--- src/rtl/spi_master.sv ---
// SPI master that sends 10-bit {op,data} frames to a slave clocked by the same clk.
// Read-data frames add a turnaround and an 8-bit receive phase before the inter-frame gap.
module spi_master #(
  parameter int RD_LAT  = 2,
  parameter int GAP_CYC = 1
) (
  input  logic       clk,
  input  logic       rst_n,
  input  logic       req_valid,
  output logic       req_ready,
  input  logic [1:0] req_op,
  input  logic [7:0] req_data,
  output logic       SS_n,
  output logic       MOSI,
  input  logic       MISO,
  output logic       rd_valid,
  output logic [7:0] rd_data,
  output logic       busy
);

  typedef enum logic [2:0] {
    IDLE  = 3'd0,
    START = 3'd1,
    CMD   = 3'd2,
    SHIFT = 3'd3,
    TURN  = 3'd4,
    RECV  = 3'd5,
    GAP   = 3'd6
  } state_t;

  localparam logic [3:0] SHIFT_LAST = 4'd9;
  localparam logic [3:0] RECV_LAST  = 4'd7;
  localparam logic [3:0] TURN_LAST  = 4'(RD_LAT - 1);
  localparam logic [3:0] GAP_LAST   = 4'(GAP_CYC - 1);

  state_t     state, state_n;
  logic [9:0] frame, frame_n;
  logic [1:0] op, op_n;
  logic [3:0] cnt, cnt_n;
  logic [7:0] rx_shift, rx_n;
  logic [7:0] rd_data_n;
  logic       rd_valid_n;
  logic       ss_n_n, mosi_n, ready_n, busy_n;

  // Pin outputs are derived from the next state so they are registered
  // alongside it and stay constant for the whole time spent in a state.
  always_comb begin
    state_n    = state;
    frame_n    = frame;
    op_n       = op;
    cnt_n      = cnt;
    rx_n       = rx_shift;
    rd_data_n  = rd_data;
    rd_valid_n = 1'b0;

    case (state)
      IDLE: begin
        if (req_valid) begin
          frame_n = {req_op, req_data};
          op_n    = req_op;
          state_n = START;
        end
      end
      START: state_n = CMD;
      CMD: begin
        cnt_n   = '0;
        state_n = SHIFT;
      end
      SHIFT: begin
        frame_n = {frame[8:0], 1'b0};
        cnt_n   = cnt + 4'd1;
        if (cnt == SHIFT_LAST) begin
          cnt_n   = '0;
          state_n = (op == 2'b11) ? TURN : GAP;
        end
      end
      TURN: begin
        cnt_n = cnt + 4'd1;
        if (cnt == TURN_LAST) begin
          cnt_n   = '0;
          rx_n    = '0;
          state_n = RECV;
        end
      end
      RECV: begin
        rx_n  = {rx_shift[6:0], MISO};
        cnt_n = cnt + 4'd1;
        if (cnt == RECV_LAST) begin
          cnt_n      = '0;
          rd_data_n  = {rx_shift[6:0], MISO};
          rd_valid_n = 1'b1;
          state_n    = GAP;
        end
      end
      GAP: begin
        cnt_n = cnt + 4'd1;
        if (cnt == GAP_LAST) begin
          cnt_n   = '0;
          state_n = IDLE;
        end
      end
      default: begin
        cnt_n   = '0;
        state_n = IDLE;
      end
    endcase

    ss_n_n = 1'b1;
    mosi_n = 1'b0;
    case (state_n)
      START, TURN, RECV: ss_n_n = 1'b0;
      CMD: begin
        ss_n_n = 1'b0;
        mosi_n = op_n[1];
      end
      SHIFT: begin
        ss_n_n = 1'b0;
        mosi_n = frame_n[9];
      end
      default: ;
    endcase
    ready_n = (state_n == IDLE);
    busy_n  = (state_n != IDLE);
  end

  // Reset aborts any frame in flight; rd_data is only written on a completed read.
  always_ff @(posedge clk) begin
    if (!rst_n) begin
      state     <= IDLE;
      frame     <= '0;
      op        <= '0;
      cnt       <= '0;
      rx_shift  <= '0;
      rd_data   <= 8'h00;
      rd_valid  <= 1'b0;
      SS_n      <= 1'b1;
      MOSI      <= 1'b0;
      req_ready <= 1'b1;
      busy      <= 1'b0;
    end else begin
      state     <= state_n;
      frame     <= frame_n;
      op        <= op_n;
      cnt       <= cnt_n;
      rx_shift  <= rx_n;
      rd_data   <= rd_data_n;
      rd_valid  <= rd_valid_n;
      SS_n      <= ss_n_n;
      MOSI      <= mosi_n;
      req_ready <= ready_n;
      busy      <= busy_n;
    end
  end

endmodule

--- config.mk ---
export PLATFORM = sky130hd
export DESIGN_NAME = spi_master
export DESIGN_NICKNAME = d
export VERILOG_FILES = /design/src/rtl/spi_master.sv
export SDC_FILE = /design/constraint.sdc
export NUM_CORES = 1
export LEC_CHECK = 0
export BUFFER_PORTS_ARGS = -buffer_cell sky130_fd_sc_hd__clkbuf_2
export CORE_UTILIZATION = 50
export DETAILED_ROUTE_END_ITERATION = 8
export PLACE_DENSITY = 0.82
export SETUP_SLACK_MARGIN = 0.02
export SLEW_MARGIN = 20
export SYNTH_ARGS = -nofsm -noshare
export SYNTH_HDL_FRONTEND = slang
export SYNTH_SLANG_ARGS = --single-unit
--- constraint.sdc ---
create_clock -name clk -period 1.75 [get_ports clk]
set_input_delay 0.2625 -clock clk [delete_from_list [all_inputs] [get_ports clk]]
set_output_delay 0.2625 -clock clk [all_outputs]
set_load 0.03 [all_outputs]
Word level (Yosys, flattened, before mapping):

Cells that the tools add are included.

* register bits: 39
* bits in latches: 0
* bits in writable memories: 0
* ROM bits: 0
* bits of input ports: 14
* output and inout port bits: 13
* logic and storage cells: 65
* memories: 0

* $add $sub $neg: 1
* $mul: 0
* div/mod/pow operators: 0
* order comparisons: 0
* equality and inequality tests: 17
* shift-type cells: 0
* multiplexer cells: 21
* bitwise logic cells: 0
* reduce and logical (&&, ||, !) cells: 13

Operators with widths (number)
* $pmux W3 S7: 1
* $pmux W10 S2: 1
* $pmux W4 S5: 1
* $mux W4: 4
* $eq A3 B3 Y1 const B: 5
* $mux W3: 5
* $pmux W7 S2: 1
* $eq A3 B2 Y1 const B: 4
* $mux W10: 1
* $reduce_and A2 Y1: 5
* $mux W7: 1
* $eq A3 B1 Y1 const B: 2
* $logic_not A3 Y1: 2
* $mux W2: 3
* $reduce_or A5 Y1: 1
* $add A4 B1 Y4 const B: 1
* $eq A4 B1 Y1 const B: 1
* $eq A4 B3 Y1 const B: 1
* $eq A4 B4 Y1 const B: 1
* $logic_not A4 Y1: 1
* $ne A2 B2 Y1 const B: 2
* $reduce_bool A2 Y1: 2
* $reduce_bool A3 Y1: 1
* $eq A2 B2 Y1 const B: 1
* other kinds (3): 4

Longest topological paths before layout:

* word-level depth: 7
* gate-level depth with buffers: 6
* depth with buffers taken out: 6

Worst setup path before layout:

OpenSTA, ideal clock, no wires.

* path kind: register to register
* from: register cnt[0]
* to: register MOSI
* setup time: 0.103 ns
* arrival: 1.627 ns
* data required time: 1.647 ns
* path slack: 0.019 ns
* cell stages (with the launch flop): 6
* buffers on the path: 0
* clock period less this slack: 1.731 ns
* cell sequence: dfxtp_1 > ha_1 > or3b_2 > o32a_1 > and2_4 > a2111oi_2

* longest elaborated chain between the ends: 5
* elaborated cells on any way between the ends: 12
* classes of those cells: eq/ne: 5; mux: 6; reduce/logical: 1

Ends and longest elaborated chain
* start: declaration: line 39 `logic [3:0] cnt, cnt_n;`
* start signal: assignment: line 144 `cnt <= cnt_n;`
* $eq A4 B3 Y1, or another cell as far along: line 88 `if (cnt == RECV_LAST) begin`
* $mux W3, on equally long branches
* $pmux W3 S7 (*): line 56 `case (state)`
* $eq A3 B2 Y1: line 110 `case (state_n)`
* $pmux W1 S2 (*): line 110
* end signal: assignment: line 149 `MOSI <= mosi_n;`
* end: declaration: line 14 `output logic MOSI,`

Every way passes the cells marked *; elsewhere a longest branch is shown, timed or not.
A chain may end at the register's enable or synchronous reset.

Worst setup path after layout:

Ends and elaborated chain as after synthesis.

==> flow_summary.json <==
{
  "slew_headroom_pct": 74.0,
  "fill_cells": 290,
  "avgSynthCellArea_sq_um": 9.17,
  "rsz0062_at_grt": "true",
  "root_buffer": "clkbuf_4",
  "multi_input_area_sq_um": 945,
  "synthArstFlopShare_pct": 0,
  "area_growth_pct": 24.6,
  "yosysSeqAreaShare_pct": 44.6,
  "ys_ff_latch": 39,
  "netlist_instances": 191,
  "startpoint_type": "flop",
  "cap_viol_max_count": 0,
  "cts_made_buffers": 5,
  "status": "finished, violations left",
  "core_sq_um": 3340,
  "dieArea_sq_um": 3740,
  "synthFlopType": "dfxtp_1",
  "path_max_fanout": 3,
  "grt_pass1_wl_um": 5640,
  "arrival_ns": 1.95,
  "antenna_found_initial": 0,
  "regArea_sq_um": 786,
  "path_clk_slew_ns": 0.11,
  "setup_tns_ns": 0,
  "ff2ff_path_depth": 6,
  "clock_sinks": 39,
  "rows": 21,
  "reg2reg_to": "MOSI",
  "fin_skew_ns": 0.0131,
  "start_util_pct": 52.5,
  "powerDensity_nw_per_um2": 832,
  "grt_overflow": 0,
  "rr_startpoint": "cnt[0]",
  "die_w_um": 61.2,
  "yosysUniqueCellTypes": 42,
  "finalCritPeriodShare_pct": 96.5,
  "most-common-layout-cells": "35 x dfxtp_1, 28 x nor2_1, 26 x clkbuf_2",
  "grt_max_degree": 14,
  "p_total_w": 0.00182,
  "diodes": 0,
  "antenna_left": 0,
  "worstPathRequired_ns": 2.01,
  "die_height_um": 61.2,
  "min_from": "MISO",
  "violations": "design-rule violations",
  "hold_path_depth": 3,
  "p_leak_nw": 0.895,
  "hold_class": "in2reg",
  "cts_tree": "done",
  "yosys_warnings": 0,
  "dr.pass1.iters": 6,
  "drc_errors": 2,
  "clockBufferDepth": 2,
  "max_freq_mhz": 592,
  "ios": 27,
  "holdPathEnd": "rx_shift[0]",
  "syn_nets": 208,
  "gp_congestion": 0.848,
  "wl_per_cell_um": 12.4,
  "synth_edf_count": 0,
  "grt_pass1_vias": 1267,
  "end_kind": "flop",
  "vdd_drop_max_mv": 0.557,
  "finalSetupViolCount": 0,
  "grt_usage_pct": 20.8,
  "h-tree-depth": 2,
  "r2r_setup_slack_ns": 0.06,
  "worst_pin_slew_ns": 0.389,
  "synthesis.area_sq_um": 1750,
  "finalNetCount": 253,
  "layout_commonest_cell": "dfxtp_1",
  "port_buffers": 26,
  "drive_above_1_share_pct": 30.8,
  "num_vias": 1519,
  "dp.final_hpwl_um": 2550,
  "hold_viol": 0,
  "viasPerCell": 5.37,
  "instances_no_fill": 283,
  "finalCriticalPeriod_ns": 1.69,
  "drt_wl_total_um": 3510,
  "placedCellCount": 274,
  "criticalPathCategory": "reg2reg",
  "clk-insertion-delay-late_ns": 0.35,
  "drtIter0Drc": 67,
  "fin_hold_ws_ns": 0.157,
  "final-max-slew-violation-count": 0
}
[synthesized netlist by cell type, drive strengths merged, types with 3 or more instances]
master   count  area, sq um
a21oi       10         50.1
a22oi       10         75.1
a2bb2oi      7         61.3
buf          6         35.0
clkbuf       3         11.3
dfxtp       39          781
ha           3         37.5
inv          5         18.8
mux2i       10          100
nand2       20         75.1
nand3        3         15.0
nand3b       4         33.8
nor2        30          118
nor3         4         20.0
nor3b        3         27.5
o21ai        6         30.0
[final cells by class]
class                      count  area share (%)
multi-input combinational    138            43.3
inverter                       5           0.860
clock buffer                   5            1.72
timing repair buffer          47            13.5
clock inverter                 3            2.01
tap                           46            2.64
sequential                    39            36.0
[metrics by stage]
stage,util (%),setup WS [ns],area (sq um)
2_1_floorplan,-,0.0426,1750
3_3_place_gp,61.3,0.00887,2040
3_5_place_dp,61.3,-0.0242,2040
4_1_cts,64.0,0.0326,2140
5_1_grt,65.4,-0.0385,2180
6_report,65.4,0.0617,2180
[how the worst max path moves through the flow]
stage	startpoint	end	slack, ns
after global placement	cnt[1]	MOSI	0.009
after floorplan	cnt[1]	MOSI	0.04
after global routing	cnt[0]	MOSI	-0.04
final	cnt[0]	MOSI	0.06
after detailed placement	cnt[1]	MOSI	-0.02
after CTS	cnt[1]	MOSI	0.03
[power breakdown]
part / leakage [nW] / internal (W) / switching [W]
Clock: 0.0452 / 0.000301 / 0.000302
Sequential: 0.319 / 0.000928 / 0.0000314
Combinational: 0.530 / 0.000116 / 0.000137
[layer usage]
metal	vias up	track usage (%)	part of all wire, %
li1	776	-	-
met1	702	28.7	49
met2	37	29.7	44
met3	4	6.30	5.0
met4	0	9.74	1.9
met5	-	0	0
[flip-flops by register name, indices dropped and copies added, names as in the netlist]
| signal | count |
|---|---|
| frame | 10 |
| rd_data | 8 |
| rx_shift | 7 |
| cnt | 4 |
| state | 3 |
| op | 2 |
| MOSI | 1 |
| SS_n | 1 |
| busy | 1 |
| rd_valid | 1 |
| req_ready | 1 |
[critical path, stage by stage, from the launching register on]
cell       delay, ns
dfxtp_2         0.35
buf_4           0.11
ha_4            0.13
or3b_4          0.38
o32a_1          0.20
and2_4          0.16
a2111oi_2       0.27
[timing repair]
item | in CTS | in global routing
endpoints found under the setup margin | 1 | 10
pin swaps | 1 | 1
hold buffers | 0 | 0
resized for setup | 3 | 10
setup buffers | 0 | 1
[logic make-up after synthesis]
kind of cell	Yosys count	synth area share [%]
muxes	10	5.71
adders and majority gates	3	2.14
and+or+nand+nor	76	23.2
buffers and inverters	14	3.71
xor gates and xnor gates	1	0.500
AOI/OAI and AO/OA	48	20.1
DFF	39	44.6
Power figures use the tool's default switching activity.
